==> src/rtl/pipe_ctrl.sv <==
// pipe_ctrl: pipeline hazard/flush controller.
// Generates per-stage stall holds from stall requests, sequences multi-cycle
// flushes with a restart PC, and counts consecutive stalled cycles.
// Optional feature macro: STALL_WDT_EN adds the stall_timeout watchdog flag.
module pipe_ctrl #(
  parameter int unsigned NUM_STAGES   = 6,
  parameter int unsigned FLUSH_CYCLES = 1,
  parameter int unsigned WDT_LIMIT    = 255
) (
  input  logic                  clk,
  input  logic                  rst,
  input  logic [NUM_STAGES-1:0] stallreq,
  input  logic                  flush_req,
  input  logic [31:0]           flush_pc,
  output logic [NUM_STAGES-1:0] stall,
  output logic                  flush,
  output logic [31:0]           new_pc,
  output logic [15:0]           stall_cnt
`ifdef STALL_WDT_EN
  ,
  output logic                  stall_timeout
`endif
);

  // Elaboration-time parameter range checks.
  if (NUM_STAGES < 1) begin : g_bad_stages
    $error("pipe_ctrl: NUM_STAGES must be at least 1");
  end
  if (FLUSH_CYCLES < 1 || FLUSH_CYCLES > 15) begin : g_bad_flush
    $error("pipe_ctrl: FLUSH_CYCLES must be in 1..15");
  end
  if (WDT_LIMIT < 1 || WDT_LIMIT > 65535) begin : g_bad_wdt
    $error("pipe_ctrl: WDT_LIMIT must be in 1..65535");
  end

  typedef enum logic [1:0] {
    IDLE  = 2'd0,
    STALL = 2'd1,
    FLUSH = 2'd2
  } state_t;

  state_t                  r_state;
  state_t                  w_state_nxt;
  logic [3:0]              r_flush_cnt;
  logic                    r_flush;
  logic [31:0]             r_new_pc;
  logic [15:0]             r_stall_cnt;
  logic [15:0]             w_stall_cnt_nxt;
  logic [NUM_STAGES-1:0]   w_stall;
  logic                    w_req_any;
  logic                    w_acc;

  assign w_req_any = |stallreq;

  // State register.
  always_ff @(posedge clk or posedge rst) begin
    if (rst) begin
      r_state <= IDLE;
    end else begin
      r_state <= w_state_nxt;
    end
  end

  // Next-state logic; a flush request overrides every other transition.
  always_comb begin
    w_state_nxt = r_state;
    if (flush_req) begin
      w_state_nxt = FLUSH;
    end else begin
      case (r_state)
        IDLE:    if (w_req_any) w_state_nxt = STALL;
        STALL:   if (!w_req_any) w_state_nxt = IDLE;
        FLUSH:   if (r_flush_cnt <= 4'd1) w_state_nxt = w_req_any ? STALL : IDLE;
        default: w_state_nxt = IDLE;
      endcase
    end
  end

  // Stall outputs: thermometer up from the highest requesting stage,
  // suppressed during reset, flush, and the cycle a flush is requested.
  always_comb begin
    w_stall = '0;
    w_acc   = 1'b0;
    for (int unsigned i = 0; i < NUM_STAGES; i++) begin
      w_acc = w_acc | stallreq[NUM_STAGES-1-i];
      w_stall[NUM_STAGES-1-i] = w_acc;
    end
    if (rst || flush_req || (r_state == FLUSH)) begin
      w_stall = '0;
    end
  end

  // Flush length counter; loaded on each request so the latest one wins.
  always_ff @(posedge clk or posedge rst) begin
    if (rst) begin
      r_flush_cnt <= '0;
    end else if (flush_req) begin
      r_flush_cnt <= 4'(FLUSH_CYCLES);
    end else if ((r_state == FLUSH) && (r_flush_cnt != 4'd0)) begin
      r_flush_cnt <= r_flush_cnt - 4'd1;
    end
  end

  // Registered flush strobe tracks the upcoming FLUSH state.
  always_ff @(posedge clk or posedge rst) begin
    if (rst) begin
      r_flush <= 1'b0;
    end else begin
      r_flush <= (w_state_nxt == FLUSH);
    end
  end

  // Restart address captured on each flush request and held until the next.
  always_ff @(posedge clk or posedge rst) begin
    if (rst) begin
      r_new_pc <= '0;
    end else if (flush_req) begin
      r_new_pc <= flush_pc;
    end
  end

  // Saturating consecutive-stall count; any unstalled cycle clears it.
  always_comb begin
    w_stall_cnt_nxt = '0;
    if (w_stall != '0) begin
      w_stall_cnt_nxt = (r_stall_cnt == 16'hFFFF) ? r_stall_cnt : r_stall_cnt + 16'd1;
    end
  end

  // Stall counter register; flush entry clears it.
  always_ff @(posedge clk or posedge rst) begin
    if (rst) begin
      r_stall_cnt <= '0;
    end else if (flush_req) begin
      r_stall_cnt <= '0;
    end else begin
      r_stall_cnt <= w_stall_cnt_nxt;
    end
  end

`ifdef STALL_WDT_EN
  logic r_stall_timeout;

  // Sticky watchdog flag, raised alongside the count reaching the limit.
  always_ff @(posedge clk or posedge rst) begin
    if (rst) begin
      r_stall_timeout <= 1'b0;
    end else if (flush_req) begin
      r_stall_timeout <= 1'b0;
    end else if (w_stall_cnt_nxt >= 16'(WDT_LIMIT)) begin
      r_stall_timeout <= 1'b1;
    end
  end

  assign stall_timeout = r_stall_timeout;
`endif

  assign stall     = w_stall;
  assign flush     = r_flush;
  assign new_pc    = r_new_pc;
  assign stall_cnt = r_stall_cnt;

endmodule

==> config.mk <==
export PLATFORM = sky130hd
export DESIGN_NAME = pipe_ctrl
export DESIGN_NICKNAME = d
export VERILOG_FILES = /design/src/rtl/pipe_ctrl.sv
export SDC_FILE = /design/constraint.sdc
export NUM_CORES = 1
export LEC_CHECK = 0
export BUFFER_PORTS_ARGS = -buffer_cell sky130_fd_sc_hd__buf_2
export CORE_MARGIN = 2
export CORE_UTILIZATION = 50
export DETAILED_ROUTE_END_ITERATION = 12
export PLACE_DENSITY = 0.93
export SLEW_MARGIN = 20
export SYNTH_ARGS = -nofsm -noshare
export SYNTH_HDL_FRONTEND = slang
export SYNTH_SLANG_ARGS = --single-unit
==> constraint.sdc <==
create_clock -name clk -period 3.5 [get_ports clk]
set_input_delay 0.175 -clock clk [delete_from_list [all_inputs] [get_ports clk]]
set_output_delay 0.175 -clock clk [all_outputs]
set_load 0.01 [all_outputs]
==> results of run 1 <==
[final cells by class]
cell class	instances	area (um^2)	area share
inverters	7	27.5	0.00871
well taps	67	83.8	0.0265
repair buffers	97	490	0.155
clock inverters	1	30.0	0.00950
multi-input cells	139	1080	0.342
clock buffers	6	72.6	0.0230
flip-flops and latches	55	1380	0.435
[flip-flops by register name, indices dropped and copies added, names as in the netlist]
signal / flops
r_flush_cnt: 4
flush: 1
stall_cnt: 16
new_pc: 32
r_state: 2
[kinds of logic (layout without fill, tap and decap cells)]
logic type | Yosys count | count (layout) | synth area share
simple gates | 62 | 62 | 0.141
flops | 55 | 55 | 0.542
mux | 38 | 38 | 0.166
compound gates | 32 | 32 | 0.0878
buf+inv | 17 | 111 | 0.0335
fa+ha+maj | 4 | 4 | 0.0197
xor+xnor | 3 | 3 | 0.0104
[worst reg2reg max path: stages, from the launching register on]
cell	delay, ns
dfrtp_1	0.43
ha_1	0.28
and3_1	0.25
and2_1	0.31
a2111oi_0	0.50
mux2i_1	0.24
[routing by layer]
metal,share of wire,vias to the layer above
li1,-,956
met1,0.42,961
met2,0.49,106
met3,0.078,7
met4,0.011,0
met5,0,-
[power by group through the flow]
| stage | clock (mW) | sequential [mW] | combinational, mW |
|---|---|---|---|
| after floorplan | 0 | 0.772 | 0.174 |
| after global placement | 0 | 0.749 | 0.298 |
| after detailed placement | 0 | 0.754 | 0.309 |
| after CTS | 0.410 | 0.741 | 0.310 |
| after global routing | 0.434 | 0.750 | 0.342 |
| final | 0.399 | 0.741 | 0.306 |
[per-stage QoR]
step | hold slack (ns) | setup slack, ns | cells
2_1_floorplan | 0.327 | 1.70 | 211
3_3_place_gp | 0.405 | 1.49 | 365
3_5_place_dp | 0.410 | 1.45 | 365
4_1_cts | 0.0927 | 1.43 | 372
5_1_grt | 0.0937 | 1.26 | 372
6_report | 0.0423 | 1.42 | 372
[final timing paths]
path	endpoint	cells after the start
max	stall_cnt[11]$_DFFE_PP0P_	5
min	new_pc[8]$_DFFE_PP0P_	2
max reg2reg	stall_cnt[11]$_DFFE_PP0P_	5
min reg2reg	new_pc[14]$_DFFE_PP0P_	1
max in group asynchronous	new_pc[12]$_DFFE_PP0P_	2
min in group clk	new_pc[5]$_DFFE_PP0P_	2
[layout by cell type (no fill, tap or decap), types with 2 or more instances in the layout]
master,instances
xor2_1,2
mux2_2,32
nand4_1,3
nor2_1,3
o31ai_1,4
nor3_1,4
buf_2,95
nand3_1,17
or3_1,4
a21oi_1,8
a211oi_1,5
and3_1,3
a31oi_1,2
clkbuf_8,5
ha_1,4
nand2_1,7
inv_1,6
o21a_1,4
or4_1,2
nand3b_1,4
mux2i_1,6
and2_1,5
dfrtp_1,55
buf_4,2
==> flow_summary.ini, run 1 <==
[global_route]
grt_start_max_net_pins = 56
grt_usage = 0.190
antenna_found_initial = 0
first_global_vias = 1899
gr-total-overflow = 0
grt.met1_usage = 0.232
grt_pass1_wl_um = 8290
top_usage_layer = met2
grt_util_met2 = 0.340
met3_usage = 0.0335

[clock_network]
path_clk_slew_ns = 0.10
insertion_delay_ns = 0.30
post-cts-setup-buffer-count = 0
cts.path.max_buffers = 2
cts_hold_buf = 0
cts_sinks = 55
cts_resized = 0
h-tree-depth = 2
cts_tree = built
numCtsBuffers = 5
cts_root_buf = clkbuf_8

[placement]
placed_area_um2 = 3060
hpwlAfterDp_um = 3800
numPortBuffers = 95
gp_congestion = 0.890

[power_and_ir_drop]
total_power_mw = 1.45
pwr-share-clk = 0.276
swShare = 0.268
power_switching_mw = 0.388
vdd_drop_max_uv = 248
power_density_nw_per_um2 = 458
power_frac_comb = 0.212
internal-power_mw = 1.06
p_seq_frac = 0.512
power_leakage_nw = 1.48

[sta]
finClkSkew_ns = 0.0110
max_slew_margin = 0.390
fmax_mhz = 481
report.final.slew_viol_count = 0
setup_viol = 0
grt_setup_unrepaired = no
worst_pin_slew_ns = 0.913
final_hold_viol_count = 0
period_share = 0.594
period_needed_ns = 2.08
tns_ns = 0

[drt]
vias_per_cell = 5.46
routed_wl_um = 5320
drc = 0
drt_iter0_markers = 78
ant_nets = 0
vias = 2030
routedWlPerCell_um = 14.3
firstDrtPassIters = 4

[critical_path]
path_cells = ha_1 -> and3_1 -> and2_1 -> a2111oi_0 -> mux2i_1
critPathTopFamily = simple AND/OR/NAND/NOR gates
crit_type = register to register
crit_path_end_kind = register
crit_buf_inv = 0
worstPathRequired_ns = 3.73
slowest_delay_ns = 0.50
critPathMaxFanout = 11
critPathLaunch = stall_cnt[0]$_DFFE_PP0P_
timing.rr.start = stall_cnt[0]$_DFFE_PP0P_
slowest_stage = a2111oi_0
cp-start-kind = register
cp.arrival_ns = 2.31
r2r_slack_ns = 1.42

[synth]
netlist-cell-type-count = 45
ys_seq_elements = 55
netlist_top_cells_count = dfrtp_1, mux2_2, nand3_1, a21oi_1
synthCells = 211
synth_area_leaders = dfrtp_1, mux2_2, nand3_1
syn_area_um2 = 2540
synth.largest_area_cell = dfrtp_1
syn_area_per_cell_um2 = 12.0
synth_async_sr_flop_share = 1.00
yosysMostFrequentCell = dfrtp_1
synth_nets = 256
ys_dominant_reg_cell = dfrtp_1
synth-edff-count = 0
yosysSeqAreaShare = 0.542
ys_warn_count = 0
synth.top_cell.area_share = 0.542

[cells_and_area]
final_util = 0.656
drive_above_1_share = 0.466
antenna_cells = 0
layout.nets = 350
areaGrowthSynthToFinish_pct = 24.6
fin_area_um2 = 3160
fillers = 396

[floorplan]
rows = 25
core_area_um2 = 4820
die_height_um = 75.2
dieArea_um2 = 5660
ios = 96
die_x_um = 75.2
start_util = 0.527

[run_status]
outcome = finished clean

[flow_run]
cap_violations = 0

[min_path]
hp-class = input pin to async pin
No activity file was read; power rests on OpenSTA's default activity.
==> inputs of run 2 (changes only) <==
- CORE_UTILIZATION: 50 -> 44
- PLACE_DENSITY: 0.93 -> 0.88
- clock period: 3.5 -> 1.7 ns (I/O delays scaled with it)
==> run 2 against run 1 <==
Net effect:
- clock-buffer cell count fell by 1
- power up 110%
- wire length rose by 17%
- worst hold slack got worse by 0.031 ns
- cell area increased by 15%
- critical path depth is 1 higher
- combinational power grew to 2.6 times the previous value
- critical path type is now register to output pin
- largest power group unchanged
- highest routed layer unchanged
==> flow_summary.ini, run 2 (synthesized netlist as in run 1, its figures left out) <==
[run_status]
outcome = finished clean

[global_route]
first_global_vias = 2131
gr-total-overflow = 0
grt_pass1_wl_um = 9540
grt_start_max_net_pins = 30
antenna_found_initial = 0
grt_usage = 0.191

[cells_and_area]
areaGrowthSynthToFinish_pct = 43.6
instances_no_fill = 424
multi_input_area_um2 = 1140
fin_area_um2 = 3640
antenna_cells = 0
final_common_cell = buf_2
fillers = 414
drive_above_1_share = 0.500
layout.nets = 396
largest_reg_flops = 32
mostFrequentLayoutCells = buf_2, dfrtp_1, mux2_2, dlygate4sd3_1, buf_4
layout.area.seq_um2 = 1380

[clock_network]
path_clk_slew_ns = 0.11
cts.path.max_buffers = 2
numCtsBuffers = 5
cts_sinks = 55
insertion_delay_ns = 0.31
cts_root_buf = clkbuf_8
h-tree-depth = 2
cts_tree = built

[floorplan]
die_height_um = 79.9
start_util = 0.458
rows = 27
die_x_um = 79.9
ios = 96
dieArea_um2 = 6390
core_area_um2 = 5540

[drt]
vias_per_cell = 5.19
firstDrtPassIters = 4
ant_nets = 0
vias = 2199
drt_iter0_markers = 112
routed_wl_um = 6230
routedWlPerCell_um = 14.7
drc = 0

[placement]
hpwlAfterDp_um = 4220
numPortBuffers = 95
gp_congestion = 0.839
placed_area_um2 = 3200
dp_cells = 385

[sta]
grt_setup_unrepaired = yes
fmax_mhz = 613
setup_viol = 0
hold_slack_ns = 0.0111
finClkSkew_ns = 0.0111
period_needed_ns = 1.63
worst_pin_slew_ns = 0.350
period_share = 0.959
report.final.slew_viol_count = 0
max_slew_margin = 0.767
final_hold_viol_count = 0

[critical_path]
crit_type = register to output pin
worstPathRequired_ns = 1.62
cp-start-kind = register
critPathMaxFanout = 13
path_cells = nor2b_1 -> nor3_2 -> buf_4 -> buf_8 -> o31a_1 -> buf_2
slowest_delay_ns = 0.39
crit_path_end_kind = output pin
cp.arrival_ns = 1.55
slowest_stage = dfrtp_1

[power_and_ir_drop]
power_leakage_nw = 1.68
vdd_drop_max_uv = 533
power_density_nw_per_um2 = 844
total_power_mw = 3.07

[min_path]
hp-class = input pin to register

[flow_run]
cap_violations = 0
run 2: through the flow:
stage	utilization	TNS (ns)	worst slack, ns
floorplan	-	-0.00942	-0.00942
global placement	0.578	0	0.0752
detailed placement	0.578	0	0.0359
CTS	0.626	0	0.000106
global route	0.658	-0.107	-0.0227
finish	0.658	0	0.0698
run 2: layout make-up:
class | instances | share of cell area
multi-input cells | 139 | 0.312
clock inverters | 3 | 0.00755
repair buffers | 143 | 0.252
clock buffers | 5 | 0.0189
inverters | 7 | 0.00721
flip-flops and latches | 55 | 0.378
well taps | 72 | 0.0247
run 2: path summary, 6_finish.rpt:
check,start,endpoint,slack [ns],cells after the start
min reg2reg,new_pc[12]$_DFFE_PP0P_,new_pc[12]$_DFFE_PP0P_,0.51,1
max in group asynchronous,rst,stall_cnt[4]$_DFFE_PP0P_,0.75,4
max reg2reg,stall_cnt[0]$_DFFE_PP0P_,stall_cnt[9]$_DFFE_PP0P_,0.08,6
min in group asynchronous,rst,new_pc[8]$_DFFE_PP0P_,0.28,3
max,r_state[1]$_DFF_PP0_,stall[3],0.07,6
min,flush_pc[13],new_pc[13]$_DFFE_PP0P_,0.01,2
run 2: worst max-delay path: cells and delay by family, from the launching register on:
family | cells | cell delay, ns
buffers and inverters | 3 | 0.41
flip-flops | 1 | 0.39
AND/OR/NAND/NOR | 2 | 0.30
AO/OA/AOI/OAI | 1 | 0.12
run 2: where the power goes:
part	switching (mW)	leakage [nW]	total, mW	internal, mW
clock	0.453	0.0463	0.756	0.303
sequential	0.0729	0.681	1.52	1.45
combinational	0.379	0.956	0.800	0.421
total	0.904	1.68	3.07	2.17
run 2: repair_timing:
action / 4_1_cts / 5_1_grt
hold buffers: 17 / 11
setup buffers: 0 / 3
endpoints found under the hold margin: 28 / 11
gates resized for setup: 0 / 13
endpoints found under the setup margin: 0 / 16
run 2: layer usage:
layer	global-route usage	routed length, um	vias up
li1	-	-	1047
met1	0.219	2590	1074
met2	0.349	3210	72
met3	0.0464	363	6
met4	0.0593	63	0
met5	0	0	-
==> inputs of run 3 (changes only) <==
- HOLD_SLACK_MARGIN: not set -> 0.12
- SLEW_MARGIN: 20 -> not set
==> run 3 against run 2 <==
Net effect:
- clock power barely moved
- cell area rose by 2.1%
- setup slack got worse by 0.0017 ns
- largest cell class unchanged
==> flow_summary.ini, run 3 (synthesized netlist as in run 1, its figures left out) <==
[critical_path]
slowest_delay_ns = 0.39
critPathTopFamily = buffers and inverters
crit_buf_inv = 3
path_cells = nor2b_1 -> nor3_2 -> buf_4 -> buf_8 -> o31a_1 -> buf_2
cp-start-kind = register
slowest_stage = dfrtp_1
crit_type = register to output pin
crit_path_end_kind = output pin
critPathMaxFanout = 13
cp.arrival_ns = 1.55
worstPathRequired_ns = 1.62

[power_and_ir_drop]
total_power_mw = 3.11
power_leakage_nw = 1.72
power_switching_mw = 0.913
swShare = 0.294
p_seq_frac = 0.489
pwr-share-clk = 0.243
vdd_drop_max_uv = 556
internal-power_mw = 2.19
power_frac_comb = 0.268
power_density_nw_per_um2 = 834

[cells_and_area]
final_util = 0.672
largest_reg_flops = 32
final_common_cell = buf_2
instances_no_fill = 432
antenna_cells = 0
layout.nets = 404
drive_above_1_share = 0.492
fillers = 405
mostFrequentLayoutCells = buf_2, dfrtp_1, dlygate4sd3_1, mux2_2, buf_4
areaGrowthSynthToFinish_pct = 46.7

[sta]
finClkSkew_ns = 0.0111
tns_ns = 0
hold_slack_ns = 0.134
max_slew_margin = 0.757
worst_pin_slew_ns = 0.364
report.final.slew_viol_count = 0
final_hold_viol_count = 0
grt_setup_unrepaired = yes
period_share = 0.960
fmax_mhz = 613
period_needed_ns = 1.63
setup_viol = 0

[drt]
vias = 2260
firstDrtPassIters = 4
vias_per_cell = 5.23
routed_wl_um = 6380
drt_iter0_markers = 113
routedWlPerCell_um = 14.8
ant_nets = 0
drc = 0

[clock_network]
insertion_delay_ns = 0.32
numCtsBuffers = 5
cts_root_buf = clkbuf_8
h-tree-depth = 2
cts_sinks = 55
cts_tree = built
path_clk_slew_ns = 0.11
cts.path.max_buffers = 2

[placement]
hpwlAfterDp_um = 4220
dp_cells = 385
gp_congestion = 0.839
numPortBuffers = 95

[global_route]
first_global_vias = 2253
grt_start_max_net_pins = 30
grt_pass1_wl_um = 10100
antenna_found_initial = 0
gr-total-overflow = 0
grt_usage = 0.202

[flow_run]
cap_violations = 0

[floorplan]
core_area_um2 = 5540
ios = 96
die_x_um = 79.9
start_util = 0.458
die_height_um = 79.9
rows = 27
dieArea_um2 = 6390

[min_path]
hp-class = input pin to register

[run_status]
outcome = finished clean
## run 3: cell types whose count changed in the layout (fill, tap and decap cells not counted)
cell,previous run,this run
buf_4,18,19
dlygate4sd3_1,28,35
## run 3: what timing repair did
action / in CTS / in global routing
endpoints found under the setup margin: 0 / 16
hold endpoints to repair: 60 / 0
resized for setup: 0 / 13
hold buffers: 35 / 0
buffers inserted: 0 / 4
## run 3: power by group through the flow
stage | Sequential, mW | Combinational, mW | Clock, mW
floorplan | 1.59 | 0.358 | 0
global placement | 1.53 | 0.690 | 0
detailed placement | 1.54 | 0.713 | 0
CTS | 1.52 | 0.780 | 0.775
global route | 1.54 | 0.920 | 0.844
finish | 1.52 | 0.831 | 0.755
## run 3: per-stage QoR
stage / area, um^2 / worst slack (ns)
2_1_floorplan: 2560 / -0.00942
3_5_place_dp: 3200 / 0.0359
6_report: 3720 / 0.0681
3_3_place_gp: 3200 / 0.0752
5_1_grt: 3720 / -0.0225
4_1_cts: 3650 / 0.000106
## run 3: worst reg2reg max path, cell delays in order, from the launching register on
cell and delay, ns:
dfrtp_1 0.41, inv_1 0.10, ha_1 0.15, or3b_2 0.48, and2_4 0.20, xnor2_1 0.13
nand2b_1 0.07
## run 3: final timing paths
path | endpoint | slack [ns] | depth (start not counted) | startpoint
max | stall[3] | 0.07 | 6 | r_state[1]$_DFF_PP0_
min reg2reg | new_pc[16]$_DFFE_PP0P_ | 0.51 | 1 | new_pc[16]$_DFFE_PP0P_
max in group asynchronous | stall_cnt[4]$_DFFE_PP0P_ | 0.76 | 4 | rst
max reg2reg | r_flush_cnt[0]$_DFFE_PP0P_ | 0.07 | 6 | r_flush_cnt[1]$_DFFE_PP0P_
min | r_flush_cnt[0]$_DFFE_PP0P_ | 0.13 | 2 | flush_req
min in group asynchronous | new_pc[8]$_DFFE_PP0P_ | 0.27 | 3 | rst
## run 3: area by class of cell
class / count / area (um^2) / area share
Tap cell: 72 / 90.1 / 0.0242
Clock inverter: 3 / 27.5 / 0.00739
Timing Repair Buffer: 151 / 995 / 0.267
Multi-Input combinational cell: 139 / 1140 / 0.305
Clock buffer: 5 / 68.8 / 0.0185
Inverter: 7 / 26.3 / 0.00706
Sequential cell: 55 / 1380 / 0.370
## run 3: per-layer routing
metal,global-route usage,wire length (um),vias up
li1,-,-,1066
met4,0.0695,100,0
met5,0,0,-
met3,0.0475,362,10
met2,0.373,3280,84
met1,0.227,2640,1100
